### src/rtl/johnson_seq_ctrl.sv
// johnson_seq_ctrl: command-driven sequencer owning a WIDTH-bit Johnson ring.
// Commands (valid/ready): RUN_N steps the ring N times then pulses done,
// RUN_FREE steps until STOP/CLEAR, STOP freezes the ring, CLEAR zeroes it.
// Optional build macro: JOHNSON_SELF_CORRECT_EN
//   defined   -> illegal ring codes are detected and forced back to 0 with an err pulse
//   undefined -> no checking, err is constant 0
//
// state      | meaning
// S_IDLE     | ring held, waiting for a command
// S_RUN_N    | stepping once per edge, counting down the requested steps
// S_RUN_FREE | stepping once per edge until STOP or CLEAR
// S_DONE     | one-cycle completion state, done high, commands refused
module johnson_seq_ctrl #(
  parameter int WIDTH = 4,
  parameter int CNT_W = 8,
  localparam int PH_W = $clog2(2 * WIDTH)
) (
  input  logic             clk,
  input  logic             rst_n,
  input  logic             cmd_valid,
  output logic             cmd_ready,
  input  logic [1:0]       cmd_op,
  input  logic [CNT_W-1:0] cmd_count,
  output logic [WIDTH-1:0] q,
  output logic [PH_W-1:0]  phase,
  output logic             busy,
  output logic             done,
  output logic             err
);

  localparam logic [1:0] OP_RUN_N    = 2'b00;
  localparam logic [1:0] OP_RUN_FREE = 2'b01;
  localparam logic [1:0] OP_STOP     = 2'b10;
  localparam logic [1:0] OP_CLEAR    = 2'b11;

  typedef enum logic [1:0] {
    S_IDLE     = 2'd0,
    S_RUN_N    = 2'd1,
    S_RUN_FREE = 2'd2,
    S_DONE     = 2'd3
  } state_t;

  state_t             state;
  logic [WIDTH-1:0]   q_r;
  logic [CNT_W-1:0]   cnt;
  logic               busy_r;
  logic               done_r;
  logic               ready_r;
  logic               err_r;

  logic               accept;
  logic [WIDTH-1:0]   q_step;
  logic               illegal;
  logic [PH_W:0]      ones;
  logic [PH_W:0]      ph_wide;

  assign accept = cmd_valid && ready_r;
  assign q_step = {q_r[WIDTH-2:0], ~q_r[WIDTH-1]};

`ifdef JOHNSON_SELF_CORRECT_EN
  // A legal Johnson code has at most one boundary between adjacent bits;
  // the boundary vector must therefore be zero or a single one-hot bit.
  logic [WIDTH-2:0] edges;
  assign edges   = q_r[WIDTH-1:1] ^ q_r[WIDTH-2:0];
  assign illegal = (edges & (edges - 1'b1)) != '0;
`else
  assign illegal = 1'b0;
`endif

  // Phase decode: rising half counts ones, falling half counts down from 2*WIDTH.
  always_comb begin
    ones = '0;
    for (int i = 0; i < WIDTH; i++) begin
      ones = ones + {{PH_W{1'b0}}, q_r[i]};
    end
    if (q_r[WIDTH-1]) begin
      ph_wide = (PH_W + 1)'(2 * WIDTH) - ones;
    end else begin
      ph_wide = ones;
    end
  end

  // Sequencer FSM with registered ring, counter and status outputs.
  always_ff @(posedge clk or negedge rst_n) begin
    if (!rst_n) begin
      state   <= S_IDLE;
      q_r     <= '0;
      cnt     <= '0;
      busy_r  <= 1'b0;
      done_r  <= 1'b0;
      ready_r <= 1'b1;
      err_r   <= 1'b0;
    end else begin
      done_r <= 1'b0;
      err_r  <= 1'b0;
      if (illegal) begin
        // Recovery outranks any command accepted on this edge.
        state   <= S_IDLE;
        q_r     <= '0;
        cnt     <= '0;
        busy_r  <= 1'b0;
        ready_r <= 1'b1;
        err_r   <= 1'b1;
      end else begin
        case (state)
          S_IDLE: begin
            if (accept) begin
              case (cmd_op)
                OP_RUN_N: begin
                  if (cmd_count == '0) begin
                    state   <= S_DONE;
                    done_r  <= 1'b1;
                    ready_r <= 1'b0;
                  end else begin
                    state  <= S_RUN_N;
                    cnt    <= cmd_count;
                    busy_r <= 1'b1;
                  end
                end
                OP_RUN_FREE: begin
                  state  <= S_RUN_FREE;
                  busy_r <= 1'b1;
                end
                OP_CLEAR: begin
                  q_r <= '0;
                  cnt <= '0;
                end
                default: ;
              endcase
            end
          end

          S_RUN_N: begin
            if (accept && cmd_op == OP_STOP) begin
              state  <= S_IDLE;
              cnt    <= '0;
              busy_r <= 1'b0;
            end else if (accept && cmd_op == OP_CLEAR) begin
              state  <= S_IDLE;
              q_r    <= '0;
              cnt    <= '0;
              busy_r <= 1'b0;
            end else begin
              // Run commands arriving here are consumed without effect.
              q_r <= q_step;
              cnt <= cnt - 1'b1;
              if (cnt == CNT_W'(1)) begin
                state   <= S_DONE;
                busy_r  <= 1'b0;
                done_r  <= 1'b1;
                ready_r <= 1'b0;
              end
            end
          end

          S_RUN_FREE: begin
            if (accept && cmd_op == OP_STOP) begin
              state  <= S_IDLE;
              busy_r <= 1'b0;
            end else if (accept && cmd_op == OP_CLEAR) begin
              state  <= S_IDLE;
              q_r    <= '0;
              cnt    <= '0;
              busy_r <= 1'b0;
            end else begin
              q_r <= q_step;
            end
          end

          S_DONE: begin
            state   <= S_IDLE;
            ready_r <= 1'b1;
          end

          default: begin
            state   <= S_IDLE;
            busy_r  <= 1'b0;
            ready_r <= 1'b1;
          end
        endcase
      end
    end
  end

  assign q         = q_r;
  assign phase     = ph_wide[PH_W-1:0];
  assign busy      = busy_r;
  assign done      = done_r;
  assign cmd_ready = ready_r;
  assign err       = err_r;

endmodule

### config.mk
export PLATFORM = sky130hd
export DESIGN_NAME = johnson_seq_ctrl
export DESIGN_NICKNAME = d
export VERILOG_FILES = /design/src/rtl/johnson_seq_ctrl.sv
export SDC_FILE = /design/constraint.sdc
export NUM_CORES = 1
export LEC_CHECK = 0
export ABC_AREA = 1
export BUFFER_PORTS_ARGS = -buffer_cell sky130_fd_sc_hd__buf_2
export CORE_ASPECT_RATIO = 1.2
export CORE_MARGIN = 10
export CORE_UTILIZATION = 55
export CTS_BUF_LIST = sky130_fd_sc_hd__clkbuf_8
export DETAILED_ROUTE_END_ITERATION = 16
export PLACE_DENSITY = 0.79
export SETUP_SLACK_MARGIN = 0.5
export SYNTH_ARGS = -nofsm -noshare
export SYNTH_HDL_FRONTEND = slang
export SYNTH_SLANG_ARGS = --single-unit
### constraint.sdc
create_clock -name clk -period 5.9 [get_ports clk]
set_input_delay 0.885 -clock clk [delete_from_list [all_inputs] [get_ports clk]]
set_output_delay 0.885 -clock clk [all_outputs]
set_load 0.01 [all_outputs]
==> impl_metrics.json <==
{
  "vias": 1226,
  "cts-root-buf": "clkbuf_8",
  "r2r-start": "state[1]$_DFFE_PN0P_",
  "syn2layout_area_growth_pct": 13.22,
  "fp.dieW_um": 64.81,
  "whs_endpoint": "cnt[7]$_DFFE_PN0P_",
  "ctsHoldBuffers": 0,
  "hold_start": "cnt[7]$_DFFE_PN0P_",
  "rsz0062_at_grt": "no",
  "max-clock-path-buffers": 2,
  "place_congestion": 0.9083,
  "async_flop_share_pct": 100.0,
  "cts_resized": 0,
  "cap_violations": 0,
  "grt_pass1_wl_mm": 5.437,
  "synth-main-ff-cell": "dfrtp_1",
  "layout-drive-gt1-share_pct": 18.84,
  "cts.sinks": 17,
  "antenna_found_initial": 0,
  "hp-class": "reg -> reg",
  "p_leak_nw": 0.7821,
  "synth_cells": 183,
  "cts_setup_buffers": 0,
  "grt_usage_pct": 13.80,
  "clk_latency_ns": 0.25,
  "h-tree-depth": 1,
  "crit_path_start_kind": "register",
  "coreArea_mm2": 0.002306,
  "final-max-slew-violation-count": 0,
  "port-buffer-count": 22,
  "tritoncts": "built",
  "cp-end-kind": "output pin",
  "arrival_ns": 2.38,
  "vdd_drop_max_v": 0.0001373,
  "dieHeight_um": 73.77,
  "ff_latch_area_um2": 426.7,
  "first_iter_violations": 46,
  "numCtsBuffers": 3,
  "ys_seq_area_share_pct": 32.20,
  "required_ns": 5.02,
  "min_period_ns": 3.266,
  "syn_nets": 207,
  "overflow": 0,
  "wl_per_cell_um": 12.61,
  "path_max_fanout": 3,
  "grt_pass1_vias": 1317,
  "rows": 19,
  "clkTransAtPathRegs_ns": 0.06,
  "setup_viol": 0,
  "fmax_mhz": 306.1,
  "ant_nets": 0,
  "total_power_uw": 212.5,
  "firstDrtPassIters": 4,
  "synthDistinctLibCells": 26,
  "routed_wl_mm": 3.000,
  "synth_edf_count": 0,
  "p_per_area_mw_per_mm2": 141.7,
  "fin_nets": 232,
  "multi_input_area_um2": 767.0,
  "yosysWarnings": 0,
  "synth_area_per_cell_um2": 7.241,
  "synth_area_mm2": 0.001325,
  "io_pins": 24,
  "drc": 0,
  "reg2reg_slack_ns": 4.05,
  "min_path_cells": 2,
  "crit_type": "reg -> out",
  "initial_core_util_pct": 57.46,
  "diodes": 0,
  "fill_cells": 214,
  "finalCritPeriodShare_pct": 55.36,
  "dieArea_mm2": 0.004780,
  "setup-tns-final_ns": 0,
  "r2r.worst_path.cells": 6,
  "finClkSkew_ns": 0.0007472,
  "hold_viol": 0,
  "grt_max_degree": 18,
  "hpwl_mm": 2.440,
  "ys_ff_latch": 17,
  "reg2reg_to": "q[1]$_DFFE_PN0P_",
  "post_drt_via_cell_ratio": 5.151,
  "status": "finished clean"
}
how the worst max path moves through the flow:
stage                     startpoint  endpoint  slack, ns  cells past startpoint
floorplan           q[0]$_DFFE_PN0P_  phase[2]       3.04                     10
CTS                 q[0]$_DFFE_PN0P_  phase[2]       2.64                     11
detailed placement  q[0]$_DFFE_PN0P_  phase[2]       2.91                     11
global placement    q[0]$_DFFE_PN0P_  phase[2]       3.01                     11
finish              q[0]$_DFFE_PN0P_  phase[2]       2.63                     11
global route        q[0]$_DFFE_PN0P_  phase[2]       2.48                     11
cell type report:
type | instances | area share (%)
tap | 31 | 2.585
sequential | 17 | 28.44
timing repair buffer | 22 | 7.339
clock inverter | 1 | 0.2502
multi-input combinational | 134 | 51.13
clock buffer | 3 | 2.752
inverter | 30 | 7.506
critical path, cell delays in order, from the launching register on:
cell	delay, ns
dfrtp_1	0.38
inv_1	0.08
fa_1	0.53
inv_1	0.04
ha_1	0.18
ha_1	0.28
inv_1	0.05
ha_1	0.17
nor2_1	0.12
xnor2_1	0.12
inv_1	0.04
buf_2	0.13
cell usage in the layout (no fill, tap or decap), drive strengths merged:
cell	instances
buf	22
clkinv	1
fa	1
a21oi	3
conb	1
xnor2	2
nor2	21
nand3	24
o21ai	24
a31oi	1
xor2	2
dfstp	1
o21bai	1
clkbuf	3
nand2	43
o22ai	1
inv	30
dfrtp	16
ha	10
where the power goes:
part	internal, mW	switching (mW)	total [mW]	leakage (nW)
clock network	0.0461	0.0380	0.0841	0.0269
registers	0.117	0	0.117	0.188
logic	0.00387	0.00798	0.0118	0.568
cells by family (layout without fill, tap and decap cells):
family,count (synthesis),after routing,synth area share [%]
AND/OR/NAND/NOR,88,88,30.59
buffers and inverters,32,56,9.915
AO/OA/AOI/OAI,30,30,13.41
flip-flops,17,17,32.20
adder cells (fa/ha/maj),11,11,10.95
XOR/XNOR,4,4,2.644
other,1,1,0.2830
metrics by stage:
step	utilization (%)	instances	cell area, um^2	setup slack [ns]	hold slack, ns
2_1_floorplan	-	183	1325	3.042	0.4712
3_3_place_gp	63.10	234	1455	3.007	0.4933
3_5_place_dp	63.10	234	1455	2.912	0.4987
4_1_cts	65.06	238	1500	2.641	0.5158
5_1_grt	65.06	238	1500	2.479	0.5613
6_report	65.06	238	1500	2.634	0.5132
synth_stat cells (2+ instances only):
cell type	instances	share of area (%)
nor2_4	2	1.7
nand3_1	21	7.9
nand3_2	3	2.3
a21oi_1	3	1.1
nand2_2	2	0.94
o21ai_0	22	8.3
dfrtp_1	16	30
nand2_1	40	11
o21ai_2	2	1.3
xnor2_1	2	1.3
inv_1	28	7.9
nor2_1	18	5.1
xor2_1	2	1.3
ha_1	10	9.4
metal layers:
| layer | up-vias | GRT usage (%) | part of all wire, % |
|---|---|---|---|
| li1 | 628 | - | - |
| met1 | 571 | 14.15 | 43 |
| met2 | 25 | 26.21 | 53 |
| met3 | 2 | 3.343 | 3.8 |
| met4 | 0 | 5.238 | 0.70 |
| met5 | - | 0 | 0 |
state kept, by name, indices dropped and copies added, names as in the netlist:
signal     count
busy           1
cmd_ready      1
cnt            8
done           1
q              4
state          2
No activity file was read; power rests on OpenSTA's default activity.
